### config.mk
export PLATFORM = sky130hd
export DESIGN_NAME = mem_reg_arbiter_flat
export DESIGN_NICKNAME = d
export VERILOG_FILES = /design/src/rtl/mem_reg_arbiter_pkg.sv /design/src/rtl/mem_reg_arbiter_if.sv /design/src/rtl/mem_reg_arbiter_rr_pick.sv /design/src/rtl/mem_reg_arbiter.sv /design/src/flat_wrapper.sv
export SDC_FILE = /design/constraint.sdc
export NUM_CORES = 1
export LEC_CHECK = 0
export ABC_AREA = 0
export ABC_CLOCK_PERIOD_IN_PS = 22400
export CAP_MARGIN = 10
export CORE_ASPECT_RATIO = 0.9
export CORE_UTILIZATION = 61
export CTS_CLUSTER_SIZE = 14
export DETAILED_ROUTE_END_ITERATION = 16
export HOLD_SLACK_MARGIN = 0.03
export PLACE_DENSITY_LB_ADDON = 0.1
export SYNTH_ARGS = -nofsm -noshare
export SYNTH_HDL_FRONTEND = slang
export SYNTH_HIERARCHICAL = 1
export SYNTH_SLANG_ARGS = --single-unit
export TNS_END_PERCENT = 10
### constraint.sdc
create_clock -name clk -period 22.4 [get_ports clk]
set_clock_uncertainty 0.05 [all_clocks]
set_input_delay 3.36 -clock clk [delete_from_list [all_inputs] [get_ports clk]]
set_output_delay 3.36 -clock clk [all_outputs]
set_load 0.01 [all_outputs]
### src/rtl/mem_reg_arbiter_pkg.sv
// mem_reg_pkg: shared definitions for the host/FPGA command register file.
//   ADDR_W, DATA_W, DEPTH, STATUS_BASE : register file geometry
//   REG_*                              : named register addresses
//   arb_state_t                        : write-port arbiter states
//   in_status()                        : true for FPGA-owned status addresses
package mem_reg_pkg;

   localparam int unsigned ADDR_W      = 5;
   localparam int unsigned DATA_W      = 16;
   localparam int unsigned DEPTH       = 2 ** ADDR_W;
   localparam int unsigned STATUS_BASE = 16;

   localparam logic [ADDR_W-1:0] REG_CTRL       = ADDR_W'(0);
   localparam logic [ADDR_W-1:0] REG_SAMPLE_CNT = ADDR_W'(16);
   localparam logic [ADDR_W-1:0] REG_SPIKE_CNT  = ADDR_W'(17);

   typedef enum logic [0:0] {
      IDLE   = 1'b0,
      COMMIT = 1'b1
   } arb_state_t;

   function automatic logic in_status(input logic [ADDR_W-1:0] a);
      return a >= ADDR_W'(STATUS_BASE);
   endfunction

endpackage

### src/rtl/mem_reg_arbiter_if.sv
// mem_reg_arbiter_if: host bus plus internal status-requester bus.
//   host_din/host_we/host_re/host_addr -> arbiter, host_dout <- arbiter
//   req/req_addr/req_data -> arbiter (packed, requester i at [i*W +: W])
//   gnt/req_err <- arbiter (one-cycle pulses)
// Modports: master = host + requesters, slave = arbiter.
interface mem_reg_arbiter_if
   import mem_reg_pkg::*;
#(
   parameter int unsigned N_REQ = 4
);
   logic [DATA_W-1:0]       host_din;
   logic                    host_we;
   logic                    host_re;
   logic [ADDR_W-1:0]       host_addr;
   logic [DATA_W-1:0]       host_dout;
   logic [N_REQ-1:0]        req;
   logic [N_REQ*ADDR_W-1:0] req_addr;
   logic [N_REQ*DATA_W-1:0] req_data;
   logic [N_REQ-1:0]        gnt;
   logic [N_REQ-1:0]        req_err;

   modport master (
      output host_din, host_we, host_re, host_addr, req, req_addr, req_data,
      input  host_dout, gnt, req_err
   );

   modport slave (
      input  host_din, host_we, host_re, host_addr, req, req_addr, req_data,
      output host_dout, gnt, req_err
   );
endinterface

### src/rtl/mem_reg_arbiter_rr_pick.sv
// rr_pick: combinational round-robin first-set finder.
//   req   : request vector
//   ptr   : index searched first; search wraps past N-1 to 0
//   idx   : first asserted index at or after ptr
//   valid : any request asserted
module rr_pick #(
   parameter int unsigned N  = 4,
   parameter int unsigned PW = 2
) (
   input  logic [N-1:0]  req,
   input  logic [PW-1:0] ptr,
   output logic [PW-1:0] idx,
   output logic          valid
);
   int unsigned j;

   always_comb begin
      idx   = '0;
      valid = 1'b0;
      j     = 0;
      for (int unsigned k = 0; k < N; k++) begin
         j = (32'(ptr) + k) % N;
         if (!valid && req[j]) begin
            valid = 1'b1;
            idx   = PW'(j);
         end
      end
   end
endmodule

### src/rtl/mem_reg_arbiter.sv
// mem_reg_arbiter: 32x16 host/FPGA command register file with a single
// arbitrated write port. The host has absolute priority (writes never stall,
// reads registered); N_REQ internal reporters share the remaining cycles
// round-robin with a req/gnt handshake into the status region.
// Ports:
//   clk, rst      : clock, asynchronous active-high reset
//   bus (slave)   : host read/write port and packed requester req/gnt bus
//   sync_en       : reg[REG_CTRL] bit 0, double-registered
//   host_ro_viol  : sticky, host wrote into the status region
//   starve        : sticky starvation flag
// Build option: MEM_REG_ARB_STARVE_EN enables the wait counter behind
// starve; without it starve is tied low.
module mem_reg_arbiter
   import mem_reg_pkg::*;
#(
   parameter int unsigned N_REQ      = 4,
   parameter int unsigned STARVE_MAX = 255
) (
   input  logic             clk,
   input  logic             rst,
   mem_reg_arbiter_if.slave bus,
   output logic             sync_en,
   output logic             host_ro_viol,
   output logic             starve
);
   localparam int unsigned PW = (N_REQ > 1) ? $clog2(N_REQ) : 1;

   logic [DATA_W-1:0] regs [DEPTH];
   arb_state_t        state;
   logic [PW-1:0]     rr_ptr;
   logic [PW-1:0]     lat_idx;
   logic [PW-1:0]     pick_idx;
   logic              pick_valid;
   logic [ADDR_W-1:0] lat_addr;
   logic [ADDR_W-1:0] pick_addr;
   logic [DATA_W-1:0] lat_data;
   logic [DATA_W-1:0] pick_data;
   logic              host_busy;
   logic              sync_en_buf;

   function automatic logic [PW-1:0] next_ptr(input logic [PW-1:0] i);
      return (i == PW'(N_REQ - 1)) ? '0 : i + 1'b1;
   endfunction

   rr_pick #(
      .N  (N_REQ),
      .PW (PW)
   ) u_pick (
      .req   (bus.req),
      .ptr   (rr_ptr),
      .idx   (pick_idx),
      .valid (pick_valid)
   );

   always_comb begin
      host_busy = bus.host_we | bus.host_re;
      pick_addr = bus.req_addr[pick_idx*ADDR_W +: ADDR_W];
      pick_data = bus.req_data[pick_idx*DATA_W +: DATA_W];
   end

   // Host and internal writes never coincide: COMMIT only writes when the
   // host is idle, so the two regs[] assignments below are exclusive.
   always_ff @(posedge clk or posedge rst) begin
      if (rst) begin
         for (int unsigned a = 0; a < DEPTH; a++) regs[a] <= '0;
         state         <= IDLE;
         rr_ptr        <= '0;
         lat_idx       <= '0;
         lat_addr      <= '0;
         lat_data      <= '0;
         bus.gnt       <= '0;
         bus.req_err   <= '0;
         bus.host_dout <= '0;
         host_ro_viol  <= 1'b0;
         sync_en_buf   <= 1'b0;
         sync_en       <= 1'b0;
      end else begin
         bus.gnt     <= '0;
         bus.req_err <= '0;
         sync_en_buf <= regs[REG_CTRL][0];
         sync_en     <= sync_en_buf;

         if (bus.host_re) bus.host_dout <= regs[bus.host_addr];
         if (bus.host_we) begin
            if (in_status(bus.host_addr)) host_ro_viol <= 1'b1;
            else regs[bus.host_addr] <= bus.host_din;
         end

         case (state)
            IDLE: begin
               if (pick_valid) begin
                  if (in_status(pick_addr)) begin
                     lat_idx  <= pick_idx;
                     lat_addr <= pick_addr;
                     lat_data <= pick_data;
                     state    <= COMMIT;
                  end else begin
                     bus.req_err[pick_idx] <= 1'b1;
                     rr_ptr <= next_ptr(pick_idx);
                  end
               end
            end
            COMMIT: begin
               if (!host_busy) begin
                  regs[lat_addr]   <= lat_data;
                  bus.gnt[lat_idx] <= 1'b1;
                  rr_ptr           <= next_ptr(lat_idx);
                  state            <= IDLE;
               end
            end
            default: state <= IDLE;
         endcase
      end
   end

`ifdef MEM_REG_ARB_STARVE_EN
   logic [7:0] wait_cnt;

   always_ff @(posedge clk or posedge rst) begin
      if (rst) begin
         wait_cnt <= '0;
         starve   <= 1'b0;
      end else begin
         if (state == COMMIT) begin
            if (host_busy) begin
               if (wait_cnt != 8'hFF) wait_cnt <= wait_cnt + 8'd1;
            end else begin
               wait_cnt <= '0;
            end
         end
         if (32'(wait_cnt) >= STARVE_MAX) starve <= 1'b1;
      end
   end
`else
   assign starve = 1'b0;
`endif

endmodule

### src/flat_wrapper.sv
// flat-port wrapper written by rule: the top's interface ports become plain ports
module mem_reg_arbiter_flat import mem_reg_pkg::*;
#(
   parameter int unsigned N_REQ      = 4,
   parameter int unsigned STARVE_MAX = 255
)
  (clk, rst, sync_en, host_ro_viol, starve, bus_host_din, bus_host_we, bus_host_re, bus_host_addr, bus_req, bus_req_addr, bus_req_data, bus_host_dout, bus_gnt, bus_req_err);
  mem_reg_arbiter_if #(.N_REQ(N_REQ)) bus_i ();
  input  logic clk;
  input  logic rst;
  output logic sync_en;
  output logic host_ro_viol;
  output logic starve;
  input wire logic [$bits(bus_i.host_din)-1:0] bus_host_din;
  input wire logic [$bits(bus_i.host_we)-1:0] bus_host_we;
  input wire logic [$bits(bus_i.host_re)-1:0] bus_host_re;
  input wire logic [$bits(bus_i.host_addr)-1:0] bus_host_addr;
  input wire logic [$bits(bus_i.req)-1:0] bus_req;
  input wire logic [$bits(bus_i.req_addr)-1:0] bus_req_addr;
  input wire logic [$bits(bus_i.req_data)-1:0] bus_req_data;
  output wire logic [$bits(bus_i.host_dout)-1:0] bus_host_dout;
  output wire logic [$bits(bus_i.gnt)-1:0] bus_gnt;
  output wire logic [$bits(bus_i.req_err)-1:0] bus_req_err;
  assign bus_i.host_din = bus_host_din;
  assign bus_i.host_we = bus_host_we;
  assign bus_i.host_re = bus_host_re;
  assign bus_i.host_addr = bus_host_addr;
  assign bus_i.req = bus_req;
  assign bus_i.req_addr = bus_req_addr;
  assign bus_i.req_data = bus_req_data;
  assign bus_host_dout = bus_i.host_dout;
  assign bus_gnt = bus_i.gnt;
  assign bus_req_err = bus_i.req_err;
  mem_reg_arbiter #(.N_REQ(N_REQ), .STARVE_MAX(STARVE_MAX)) u_core (.clk(clk), .rst(rst), .bus(bus_i), .sync_en(sync_en), .host_ro_viol(host_ro_viol), .starve(starve));
endmodule
==> insert_results.sql <==
INSERT INTO impl_metrics (metric_group, metric, value, unit) VALUES
('logic_synthesis', 'synth_top_cell_area_share', '49.8', '%'),
('pwr', 'power.density', '105', 'nW/um2'),
('pwr', 'p_seq_share', '46.0', '%'),
('timing', 'final_min_period_over_clock_period', '27.8', '%'),
('timing', 'finalSetupTns', '0', 'ns'),
('final_layout', 'ff_latch_area', '14100', 'um2'),
('worst_setup_path', 'startpoint_type_of_the_worst_setup_path', 'primary input', ''),
('final_layout', 'fillCellCount', '3219', ''),
('logic_synthesis', 'post_synthesis_sequential_element_count', '565', ''),
('floorplan', 'start_util', '62.2', '%'),
('route', 'routedLengthMet1', '33200', 'um'),
('clock_tree', 'post_cts_buffers', '0', ''),
('final_layout', 'multi_input_area', '13300', 'um2'),
('logic_synthesis', 'synth.most_common_cell', 'dfrtp_1', ''),
('pwr', 'internal_power', '0.00231', 'W'),
('floorplan', 'overall_die_height', '207', 'um'),
('route', 'wl_met2', '37000', 'um'),
('clock_tree', 'clk_transition_reported_paths', '0.06', 'ns'),
('pwr', 'vdd_ir_drop_max', '0.0000808', 'V'),
('timing', 'final_max_slew_viol_count', '0', ''),
('timing', 'fin_worst_hold_slack', '0.306', 'ns'),
('floorplan', 'placeableCoreArea', '45600', 'um2'),
('pwr', 'clock_power_share', '28.3', '%'),
('pwr', 'power.switching', '0.00104', 'W'),
('floorplan', 'design.die.area', '47400', 'um2'),
('route', 'route.antenna.remaining_nets', '0', ''),
('floorplan', 'die_width', '229', 'um'),
('logic_synthesis', 'synthesis.yosys.warnings', '6', ''),
('status', 'status', 'finished clean', ''),
('logic_synthesis', 'synth_area_per_cell', '11.8', 'um2'),
('worst_setup_path', 'timing.critical_path.required', '22.85', 'ns'),
('global_routing', 'grt_start_max_net_pins', '166', ''),
('worst_setup_path', 'timing.critical_path.to_type', 'register', ''),
('clock_tree', 'ctsLongestPathBuffers', '3', ''),
('global_routing', 'initial_antenna_violation_count', '1', ''),
('placed_design', 'post-dp-hpwl', '46300', 'um'),
('logic_synthesis', 'synth.top_cells.by_count', 'dfrtp_1, mux2i_1, mux2_2, a21oi_1, nor2_1', ''),
('worst_setup_path', 'critical-path-max-stage-delay', '0.79', 'ns'),
('placed_design', 'place.gp.congestion', '0.829', ''),
('route', 'drt-vias-per-instance', '6.46', ''),
('worst_setup_path', 'cp_slowest_cell', 'nand3b_1', ''),
('route', 'dr.pass1.iters', '5', ''),
('clock_tree', 'cts_root_buffer', 'clkbuf_16', ''),
('route', 'met3WireLength', '6420', 'um'),
('logic_synthesis', 'asyncSetResetFlopFracSynth', '100', '%'),
('pwr', 'switching_share', '31.1', '%'),
('timing', 'timing.final.setup_violations', '0', ''),
('clock_tree', 'total_clock_sinks', '565', ''),
('route', 'drc', '0', ''),
('worst_setup_path', 'path_max_fanout', '26', ''),
('worst_setup_path', 'critical_path_arrival', '6.67', 'ns'),
('global_routing', 'gr_overflow_total', '0', ''),
('floorplan', 'std_cell_rows', '74', ''),
('worst_setup_path', 'crit_chain', 'clkdlybuf4s50_1 > inv_1 > a221o_1 > a21oi_4 > buf_4 > mux4_2 > nand3b_1 > mux2_2', ''),
('final_layout', 'fraction_of_final_layout_cells_with_drive_strength_greater_than_1', '21.1', '%'),
('worst_setup_path', 'critPathKind', 'in -> reg', ''),
('clock_tree', 'post_cts_hold_buffer_count', '0', ''),
('timing', 'hold_violations', '0', ''),
('timing', 'fmax', '161', 'MHz'),
('route', 'finalWirelength', '79300', 'um'),
('logic_synthesis', 'yosys.area.top_type', 'dfrtp_1', ''),
('route', 'avgRoutedWirePerCell', '25.7', 'um'),
('floorplan', 'design.portCount', '140', ''),
('global_routing', 'grt_first_pass_wirelength', '120000', 'um'),
('final_layout', 'area_growth', '12.5', '%'),
('clock_tree', 'clock_insertion_delay_worst_skew', '0.61', 'ns'),
('logic_synthesis', 'netlist_top_cells_area', 'dfrtp_1, mux2i_1, mux2_2', ''),
('logic_synthesis', 'synth.net_count', '2527', ''),
('job', 'max_cap_viol_count', '0', ''),
('timing', 'unrepaired_setup_endpoints_after_global_routing', 'no', ''),
('route', 'topRoutingLayerUsed', 'met4', '');
[area by class of cell]
class | instances | area share (%)
diodes | 1 | 0.00783
clock buffers | 86 | 5.15
clock inverters | 15 | 0.580
inverters | 13 | 0.176
multi-input cells | 1604 | 41.6
flip-flops and latches | 565 | 44.3
well taps | 608 | 2.38
repair buffers | 195 | 5.89
[power groups by stage]
stage          Combinational (W)  Sequential [W]  Clock (W)
2_1_floorplan           0.000657         0.00146          0
5_1_grt                 0.000926         0.00158    0.00100
4_1_cts                 0.000822         0.00155   0.000961
3_5_place_dp            0.000820         0.00157          0
6_report                0.000859         0.00154   0.000950
3_3_place_gp            0.000784         0.00154          0
[layer usage]
layer | vias up | track usage [%]
met5 | - | 0
met4 | 0 | 12.8
met3 | 182 | 6.73
met2 | 908 | 53.7
met1 | 10200 | 46.3
li1 | 8686 | -
[flip-flops by register name, indices dropped and copies added (netlist names)]
| signal | cells |
|---|---|
| u_core/regs | 512 |
| u_core/bus.host_dout | 16 |
| u_core/lat_data | 16 |
| u_core/lat_addr | 5 |
| u_core/bus.gnt | 4 |
| u_core/bus.req_err | 4 |
| u_core/lat_idx | 2 |
| u_core/rr_ptr | 2 |
| u_core/host_ro_viol | 1 |
| u_core/state | 1 |
| u_core/sync_en | 1 |
| u_core/sync_en_buf | 1 |
[critical path: cells and delay by family]
kind,cells,cell delay [ns]
AO/OA/AOI/OAI,2,0.54
buffers and inverters,3,0.96
multiplexers,2,1.00
AND/OR/NAND/NOR,1,0.79
[layout by cell type, fill, tap and decap left out, types with 5 or more instances in the layout]
cell type and n:
a21oi_1 230, a22oi_1 58, buf_4 52, clkinv_2 8, mux2_1 8, o221ai_1 5
mux2_2 268, o22a_1 11, a22o_1 6, clkbuf_16 57, nand2_2 12, nor3b_1 5
clkbuf_1 18, mux2i_1 403, ha_1 8, a221oi_1 8, mux4_2 76, nor2b_1 7
and2_1 11, clkbuf_8 11, nand2_1 117, dfrtp_1 565, nor2_1 208, nand3_1 42
inv_1 11, nand2b_1 7, o21ai_0 69, clkdlybuf4s50_1 136
[path summary, 6_finish.rpt]
check                                   start            endpoint  slack (ns)  cells past startpoint
min                        u_core/sync_en_buf      u_core/sync_en        0.31                      0
max reg2reg                  u_core/rr_ptr[0]  u_core/lat_data[3]       19.06                      7
min reg2reg                u_core/sync_en_buf      u_core/sync_en        0.31                      0
max                                bus_req[1]  u_core/lat_data[3]       16.17                      8
min in group asynchronous                 rst    u_core/regs[493]        3.26                      2
max in group asynchronous                 rst    u_core/regs[169]       16.50                      4
[logic make-up after synthesis]
| kind of cell | share of synthesized area [%] |
|---|---|
| AO/OA/AOI/OAI | 8.07 |
| other | 0.0132 |
| multiplexers | 31.2 |
| flip-flops | 49.8 |
| buffers and inverters | 3.68 |
| adder cells (fa/ha/maj) | 0.353 |
| AND/OR/NAND/NOR | 6.89 |
[stage by stage]
| step | cells | total power (W) | utilization, % | setup WS [ns] |
|---|---|---|---|---|
| floorplan | 2406 | 0.00212 | - | 3.19 |
| CTS | 3083 | 0.00334 | 69.8 | 16.19 |
| detailed placement | 2982 | 0.00239 | 65.8 | 15.51 |
| global route | 3087 | 0.00350 | 70.0 | 15.97 |
| finish | 3087 | 0.00335 | 70.0 | 16.17 |
| global placement | 2982 | 0.00233 | 65.8 | 15.61 |
No activity file was read; power rests on OpenSTA's default activity.
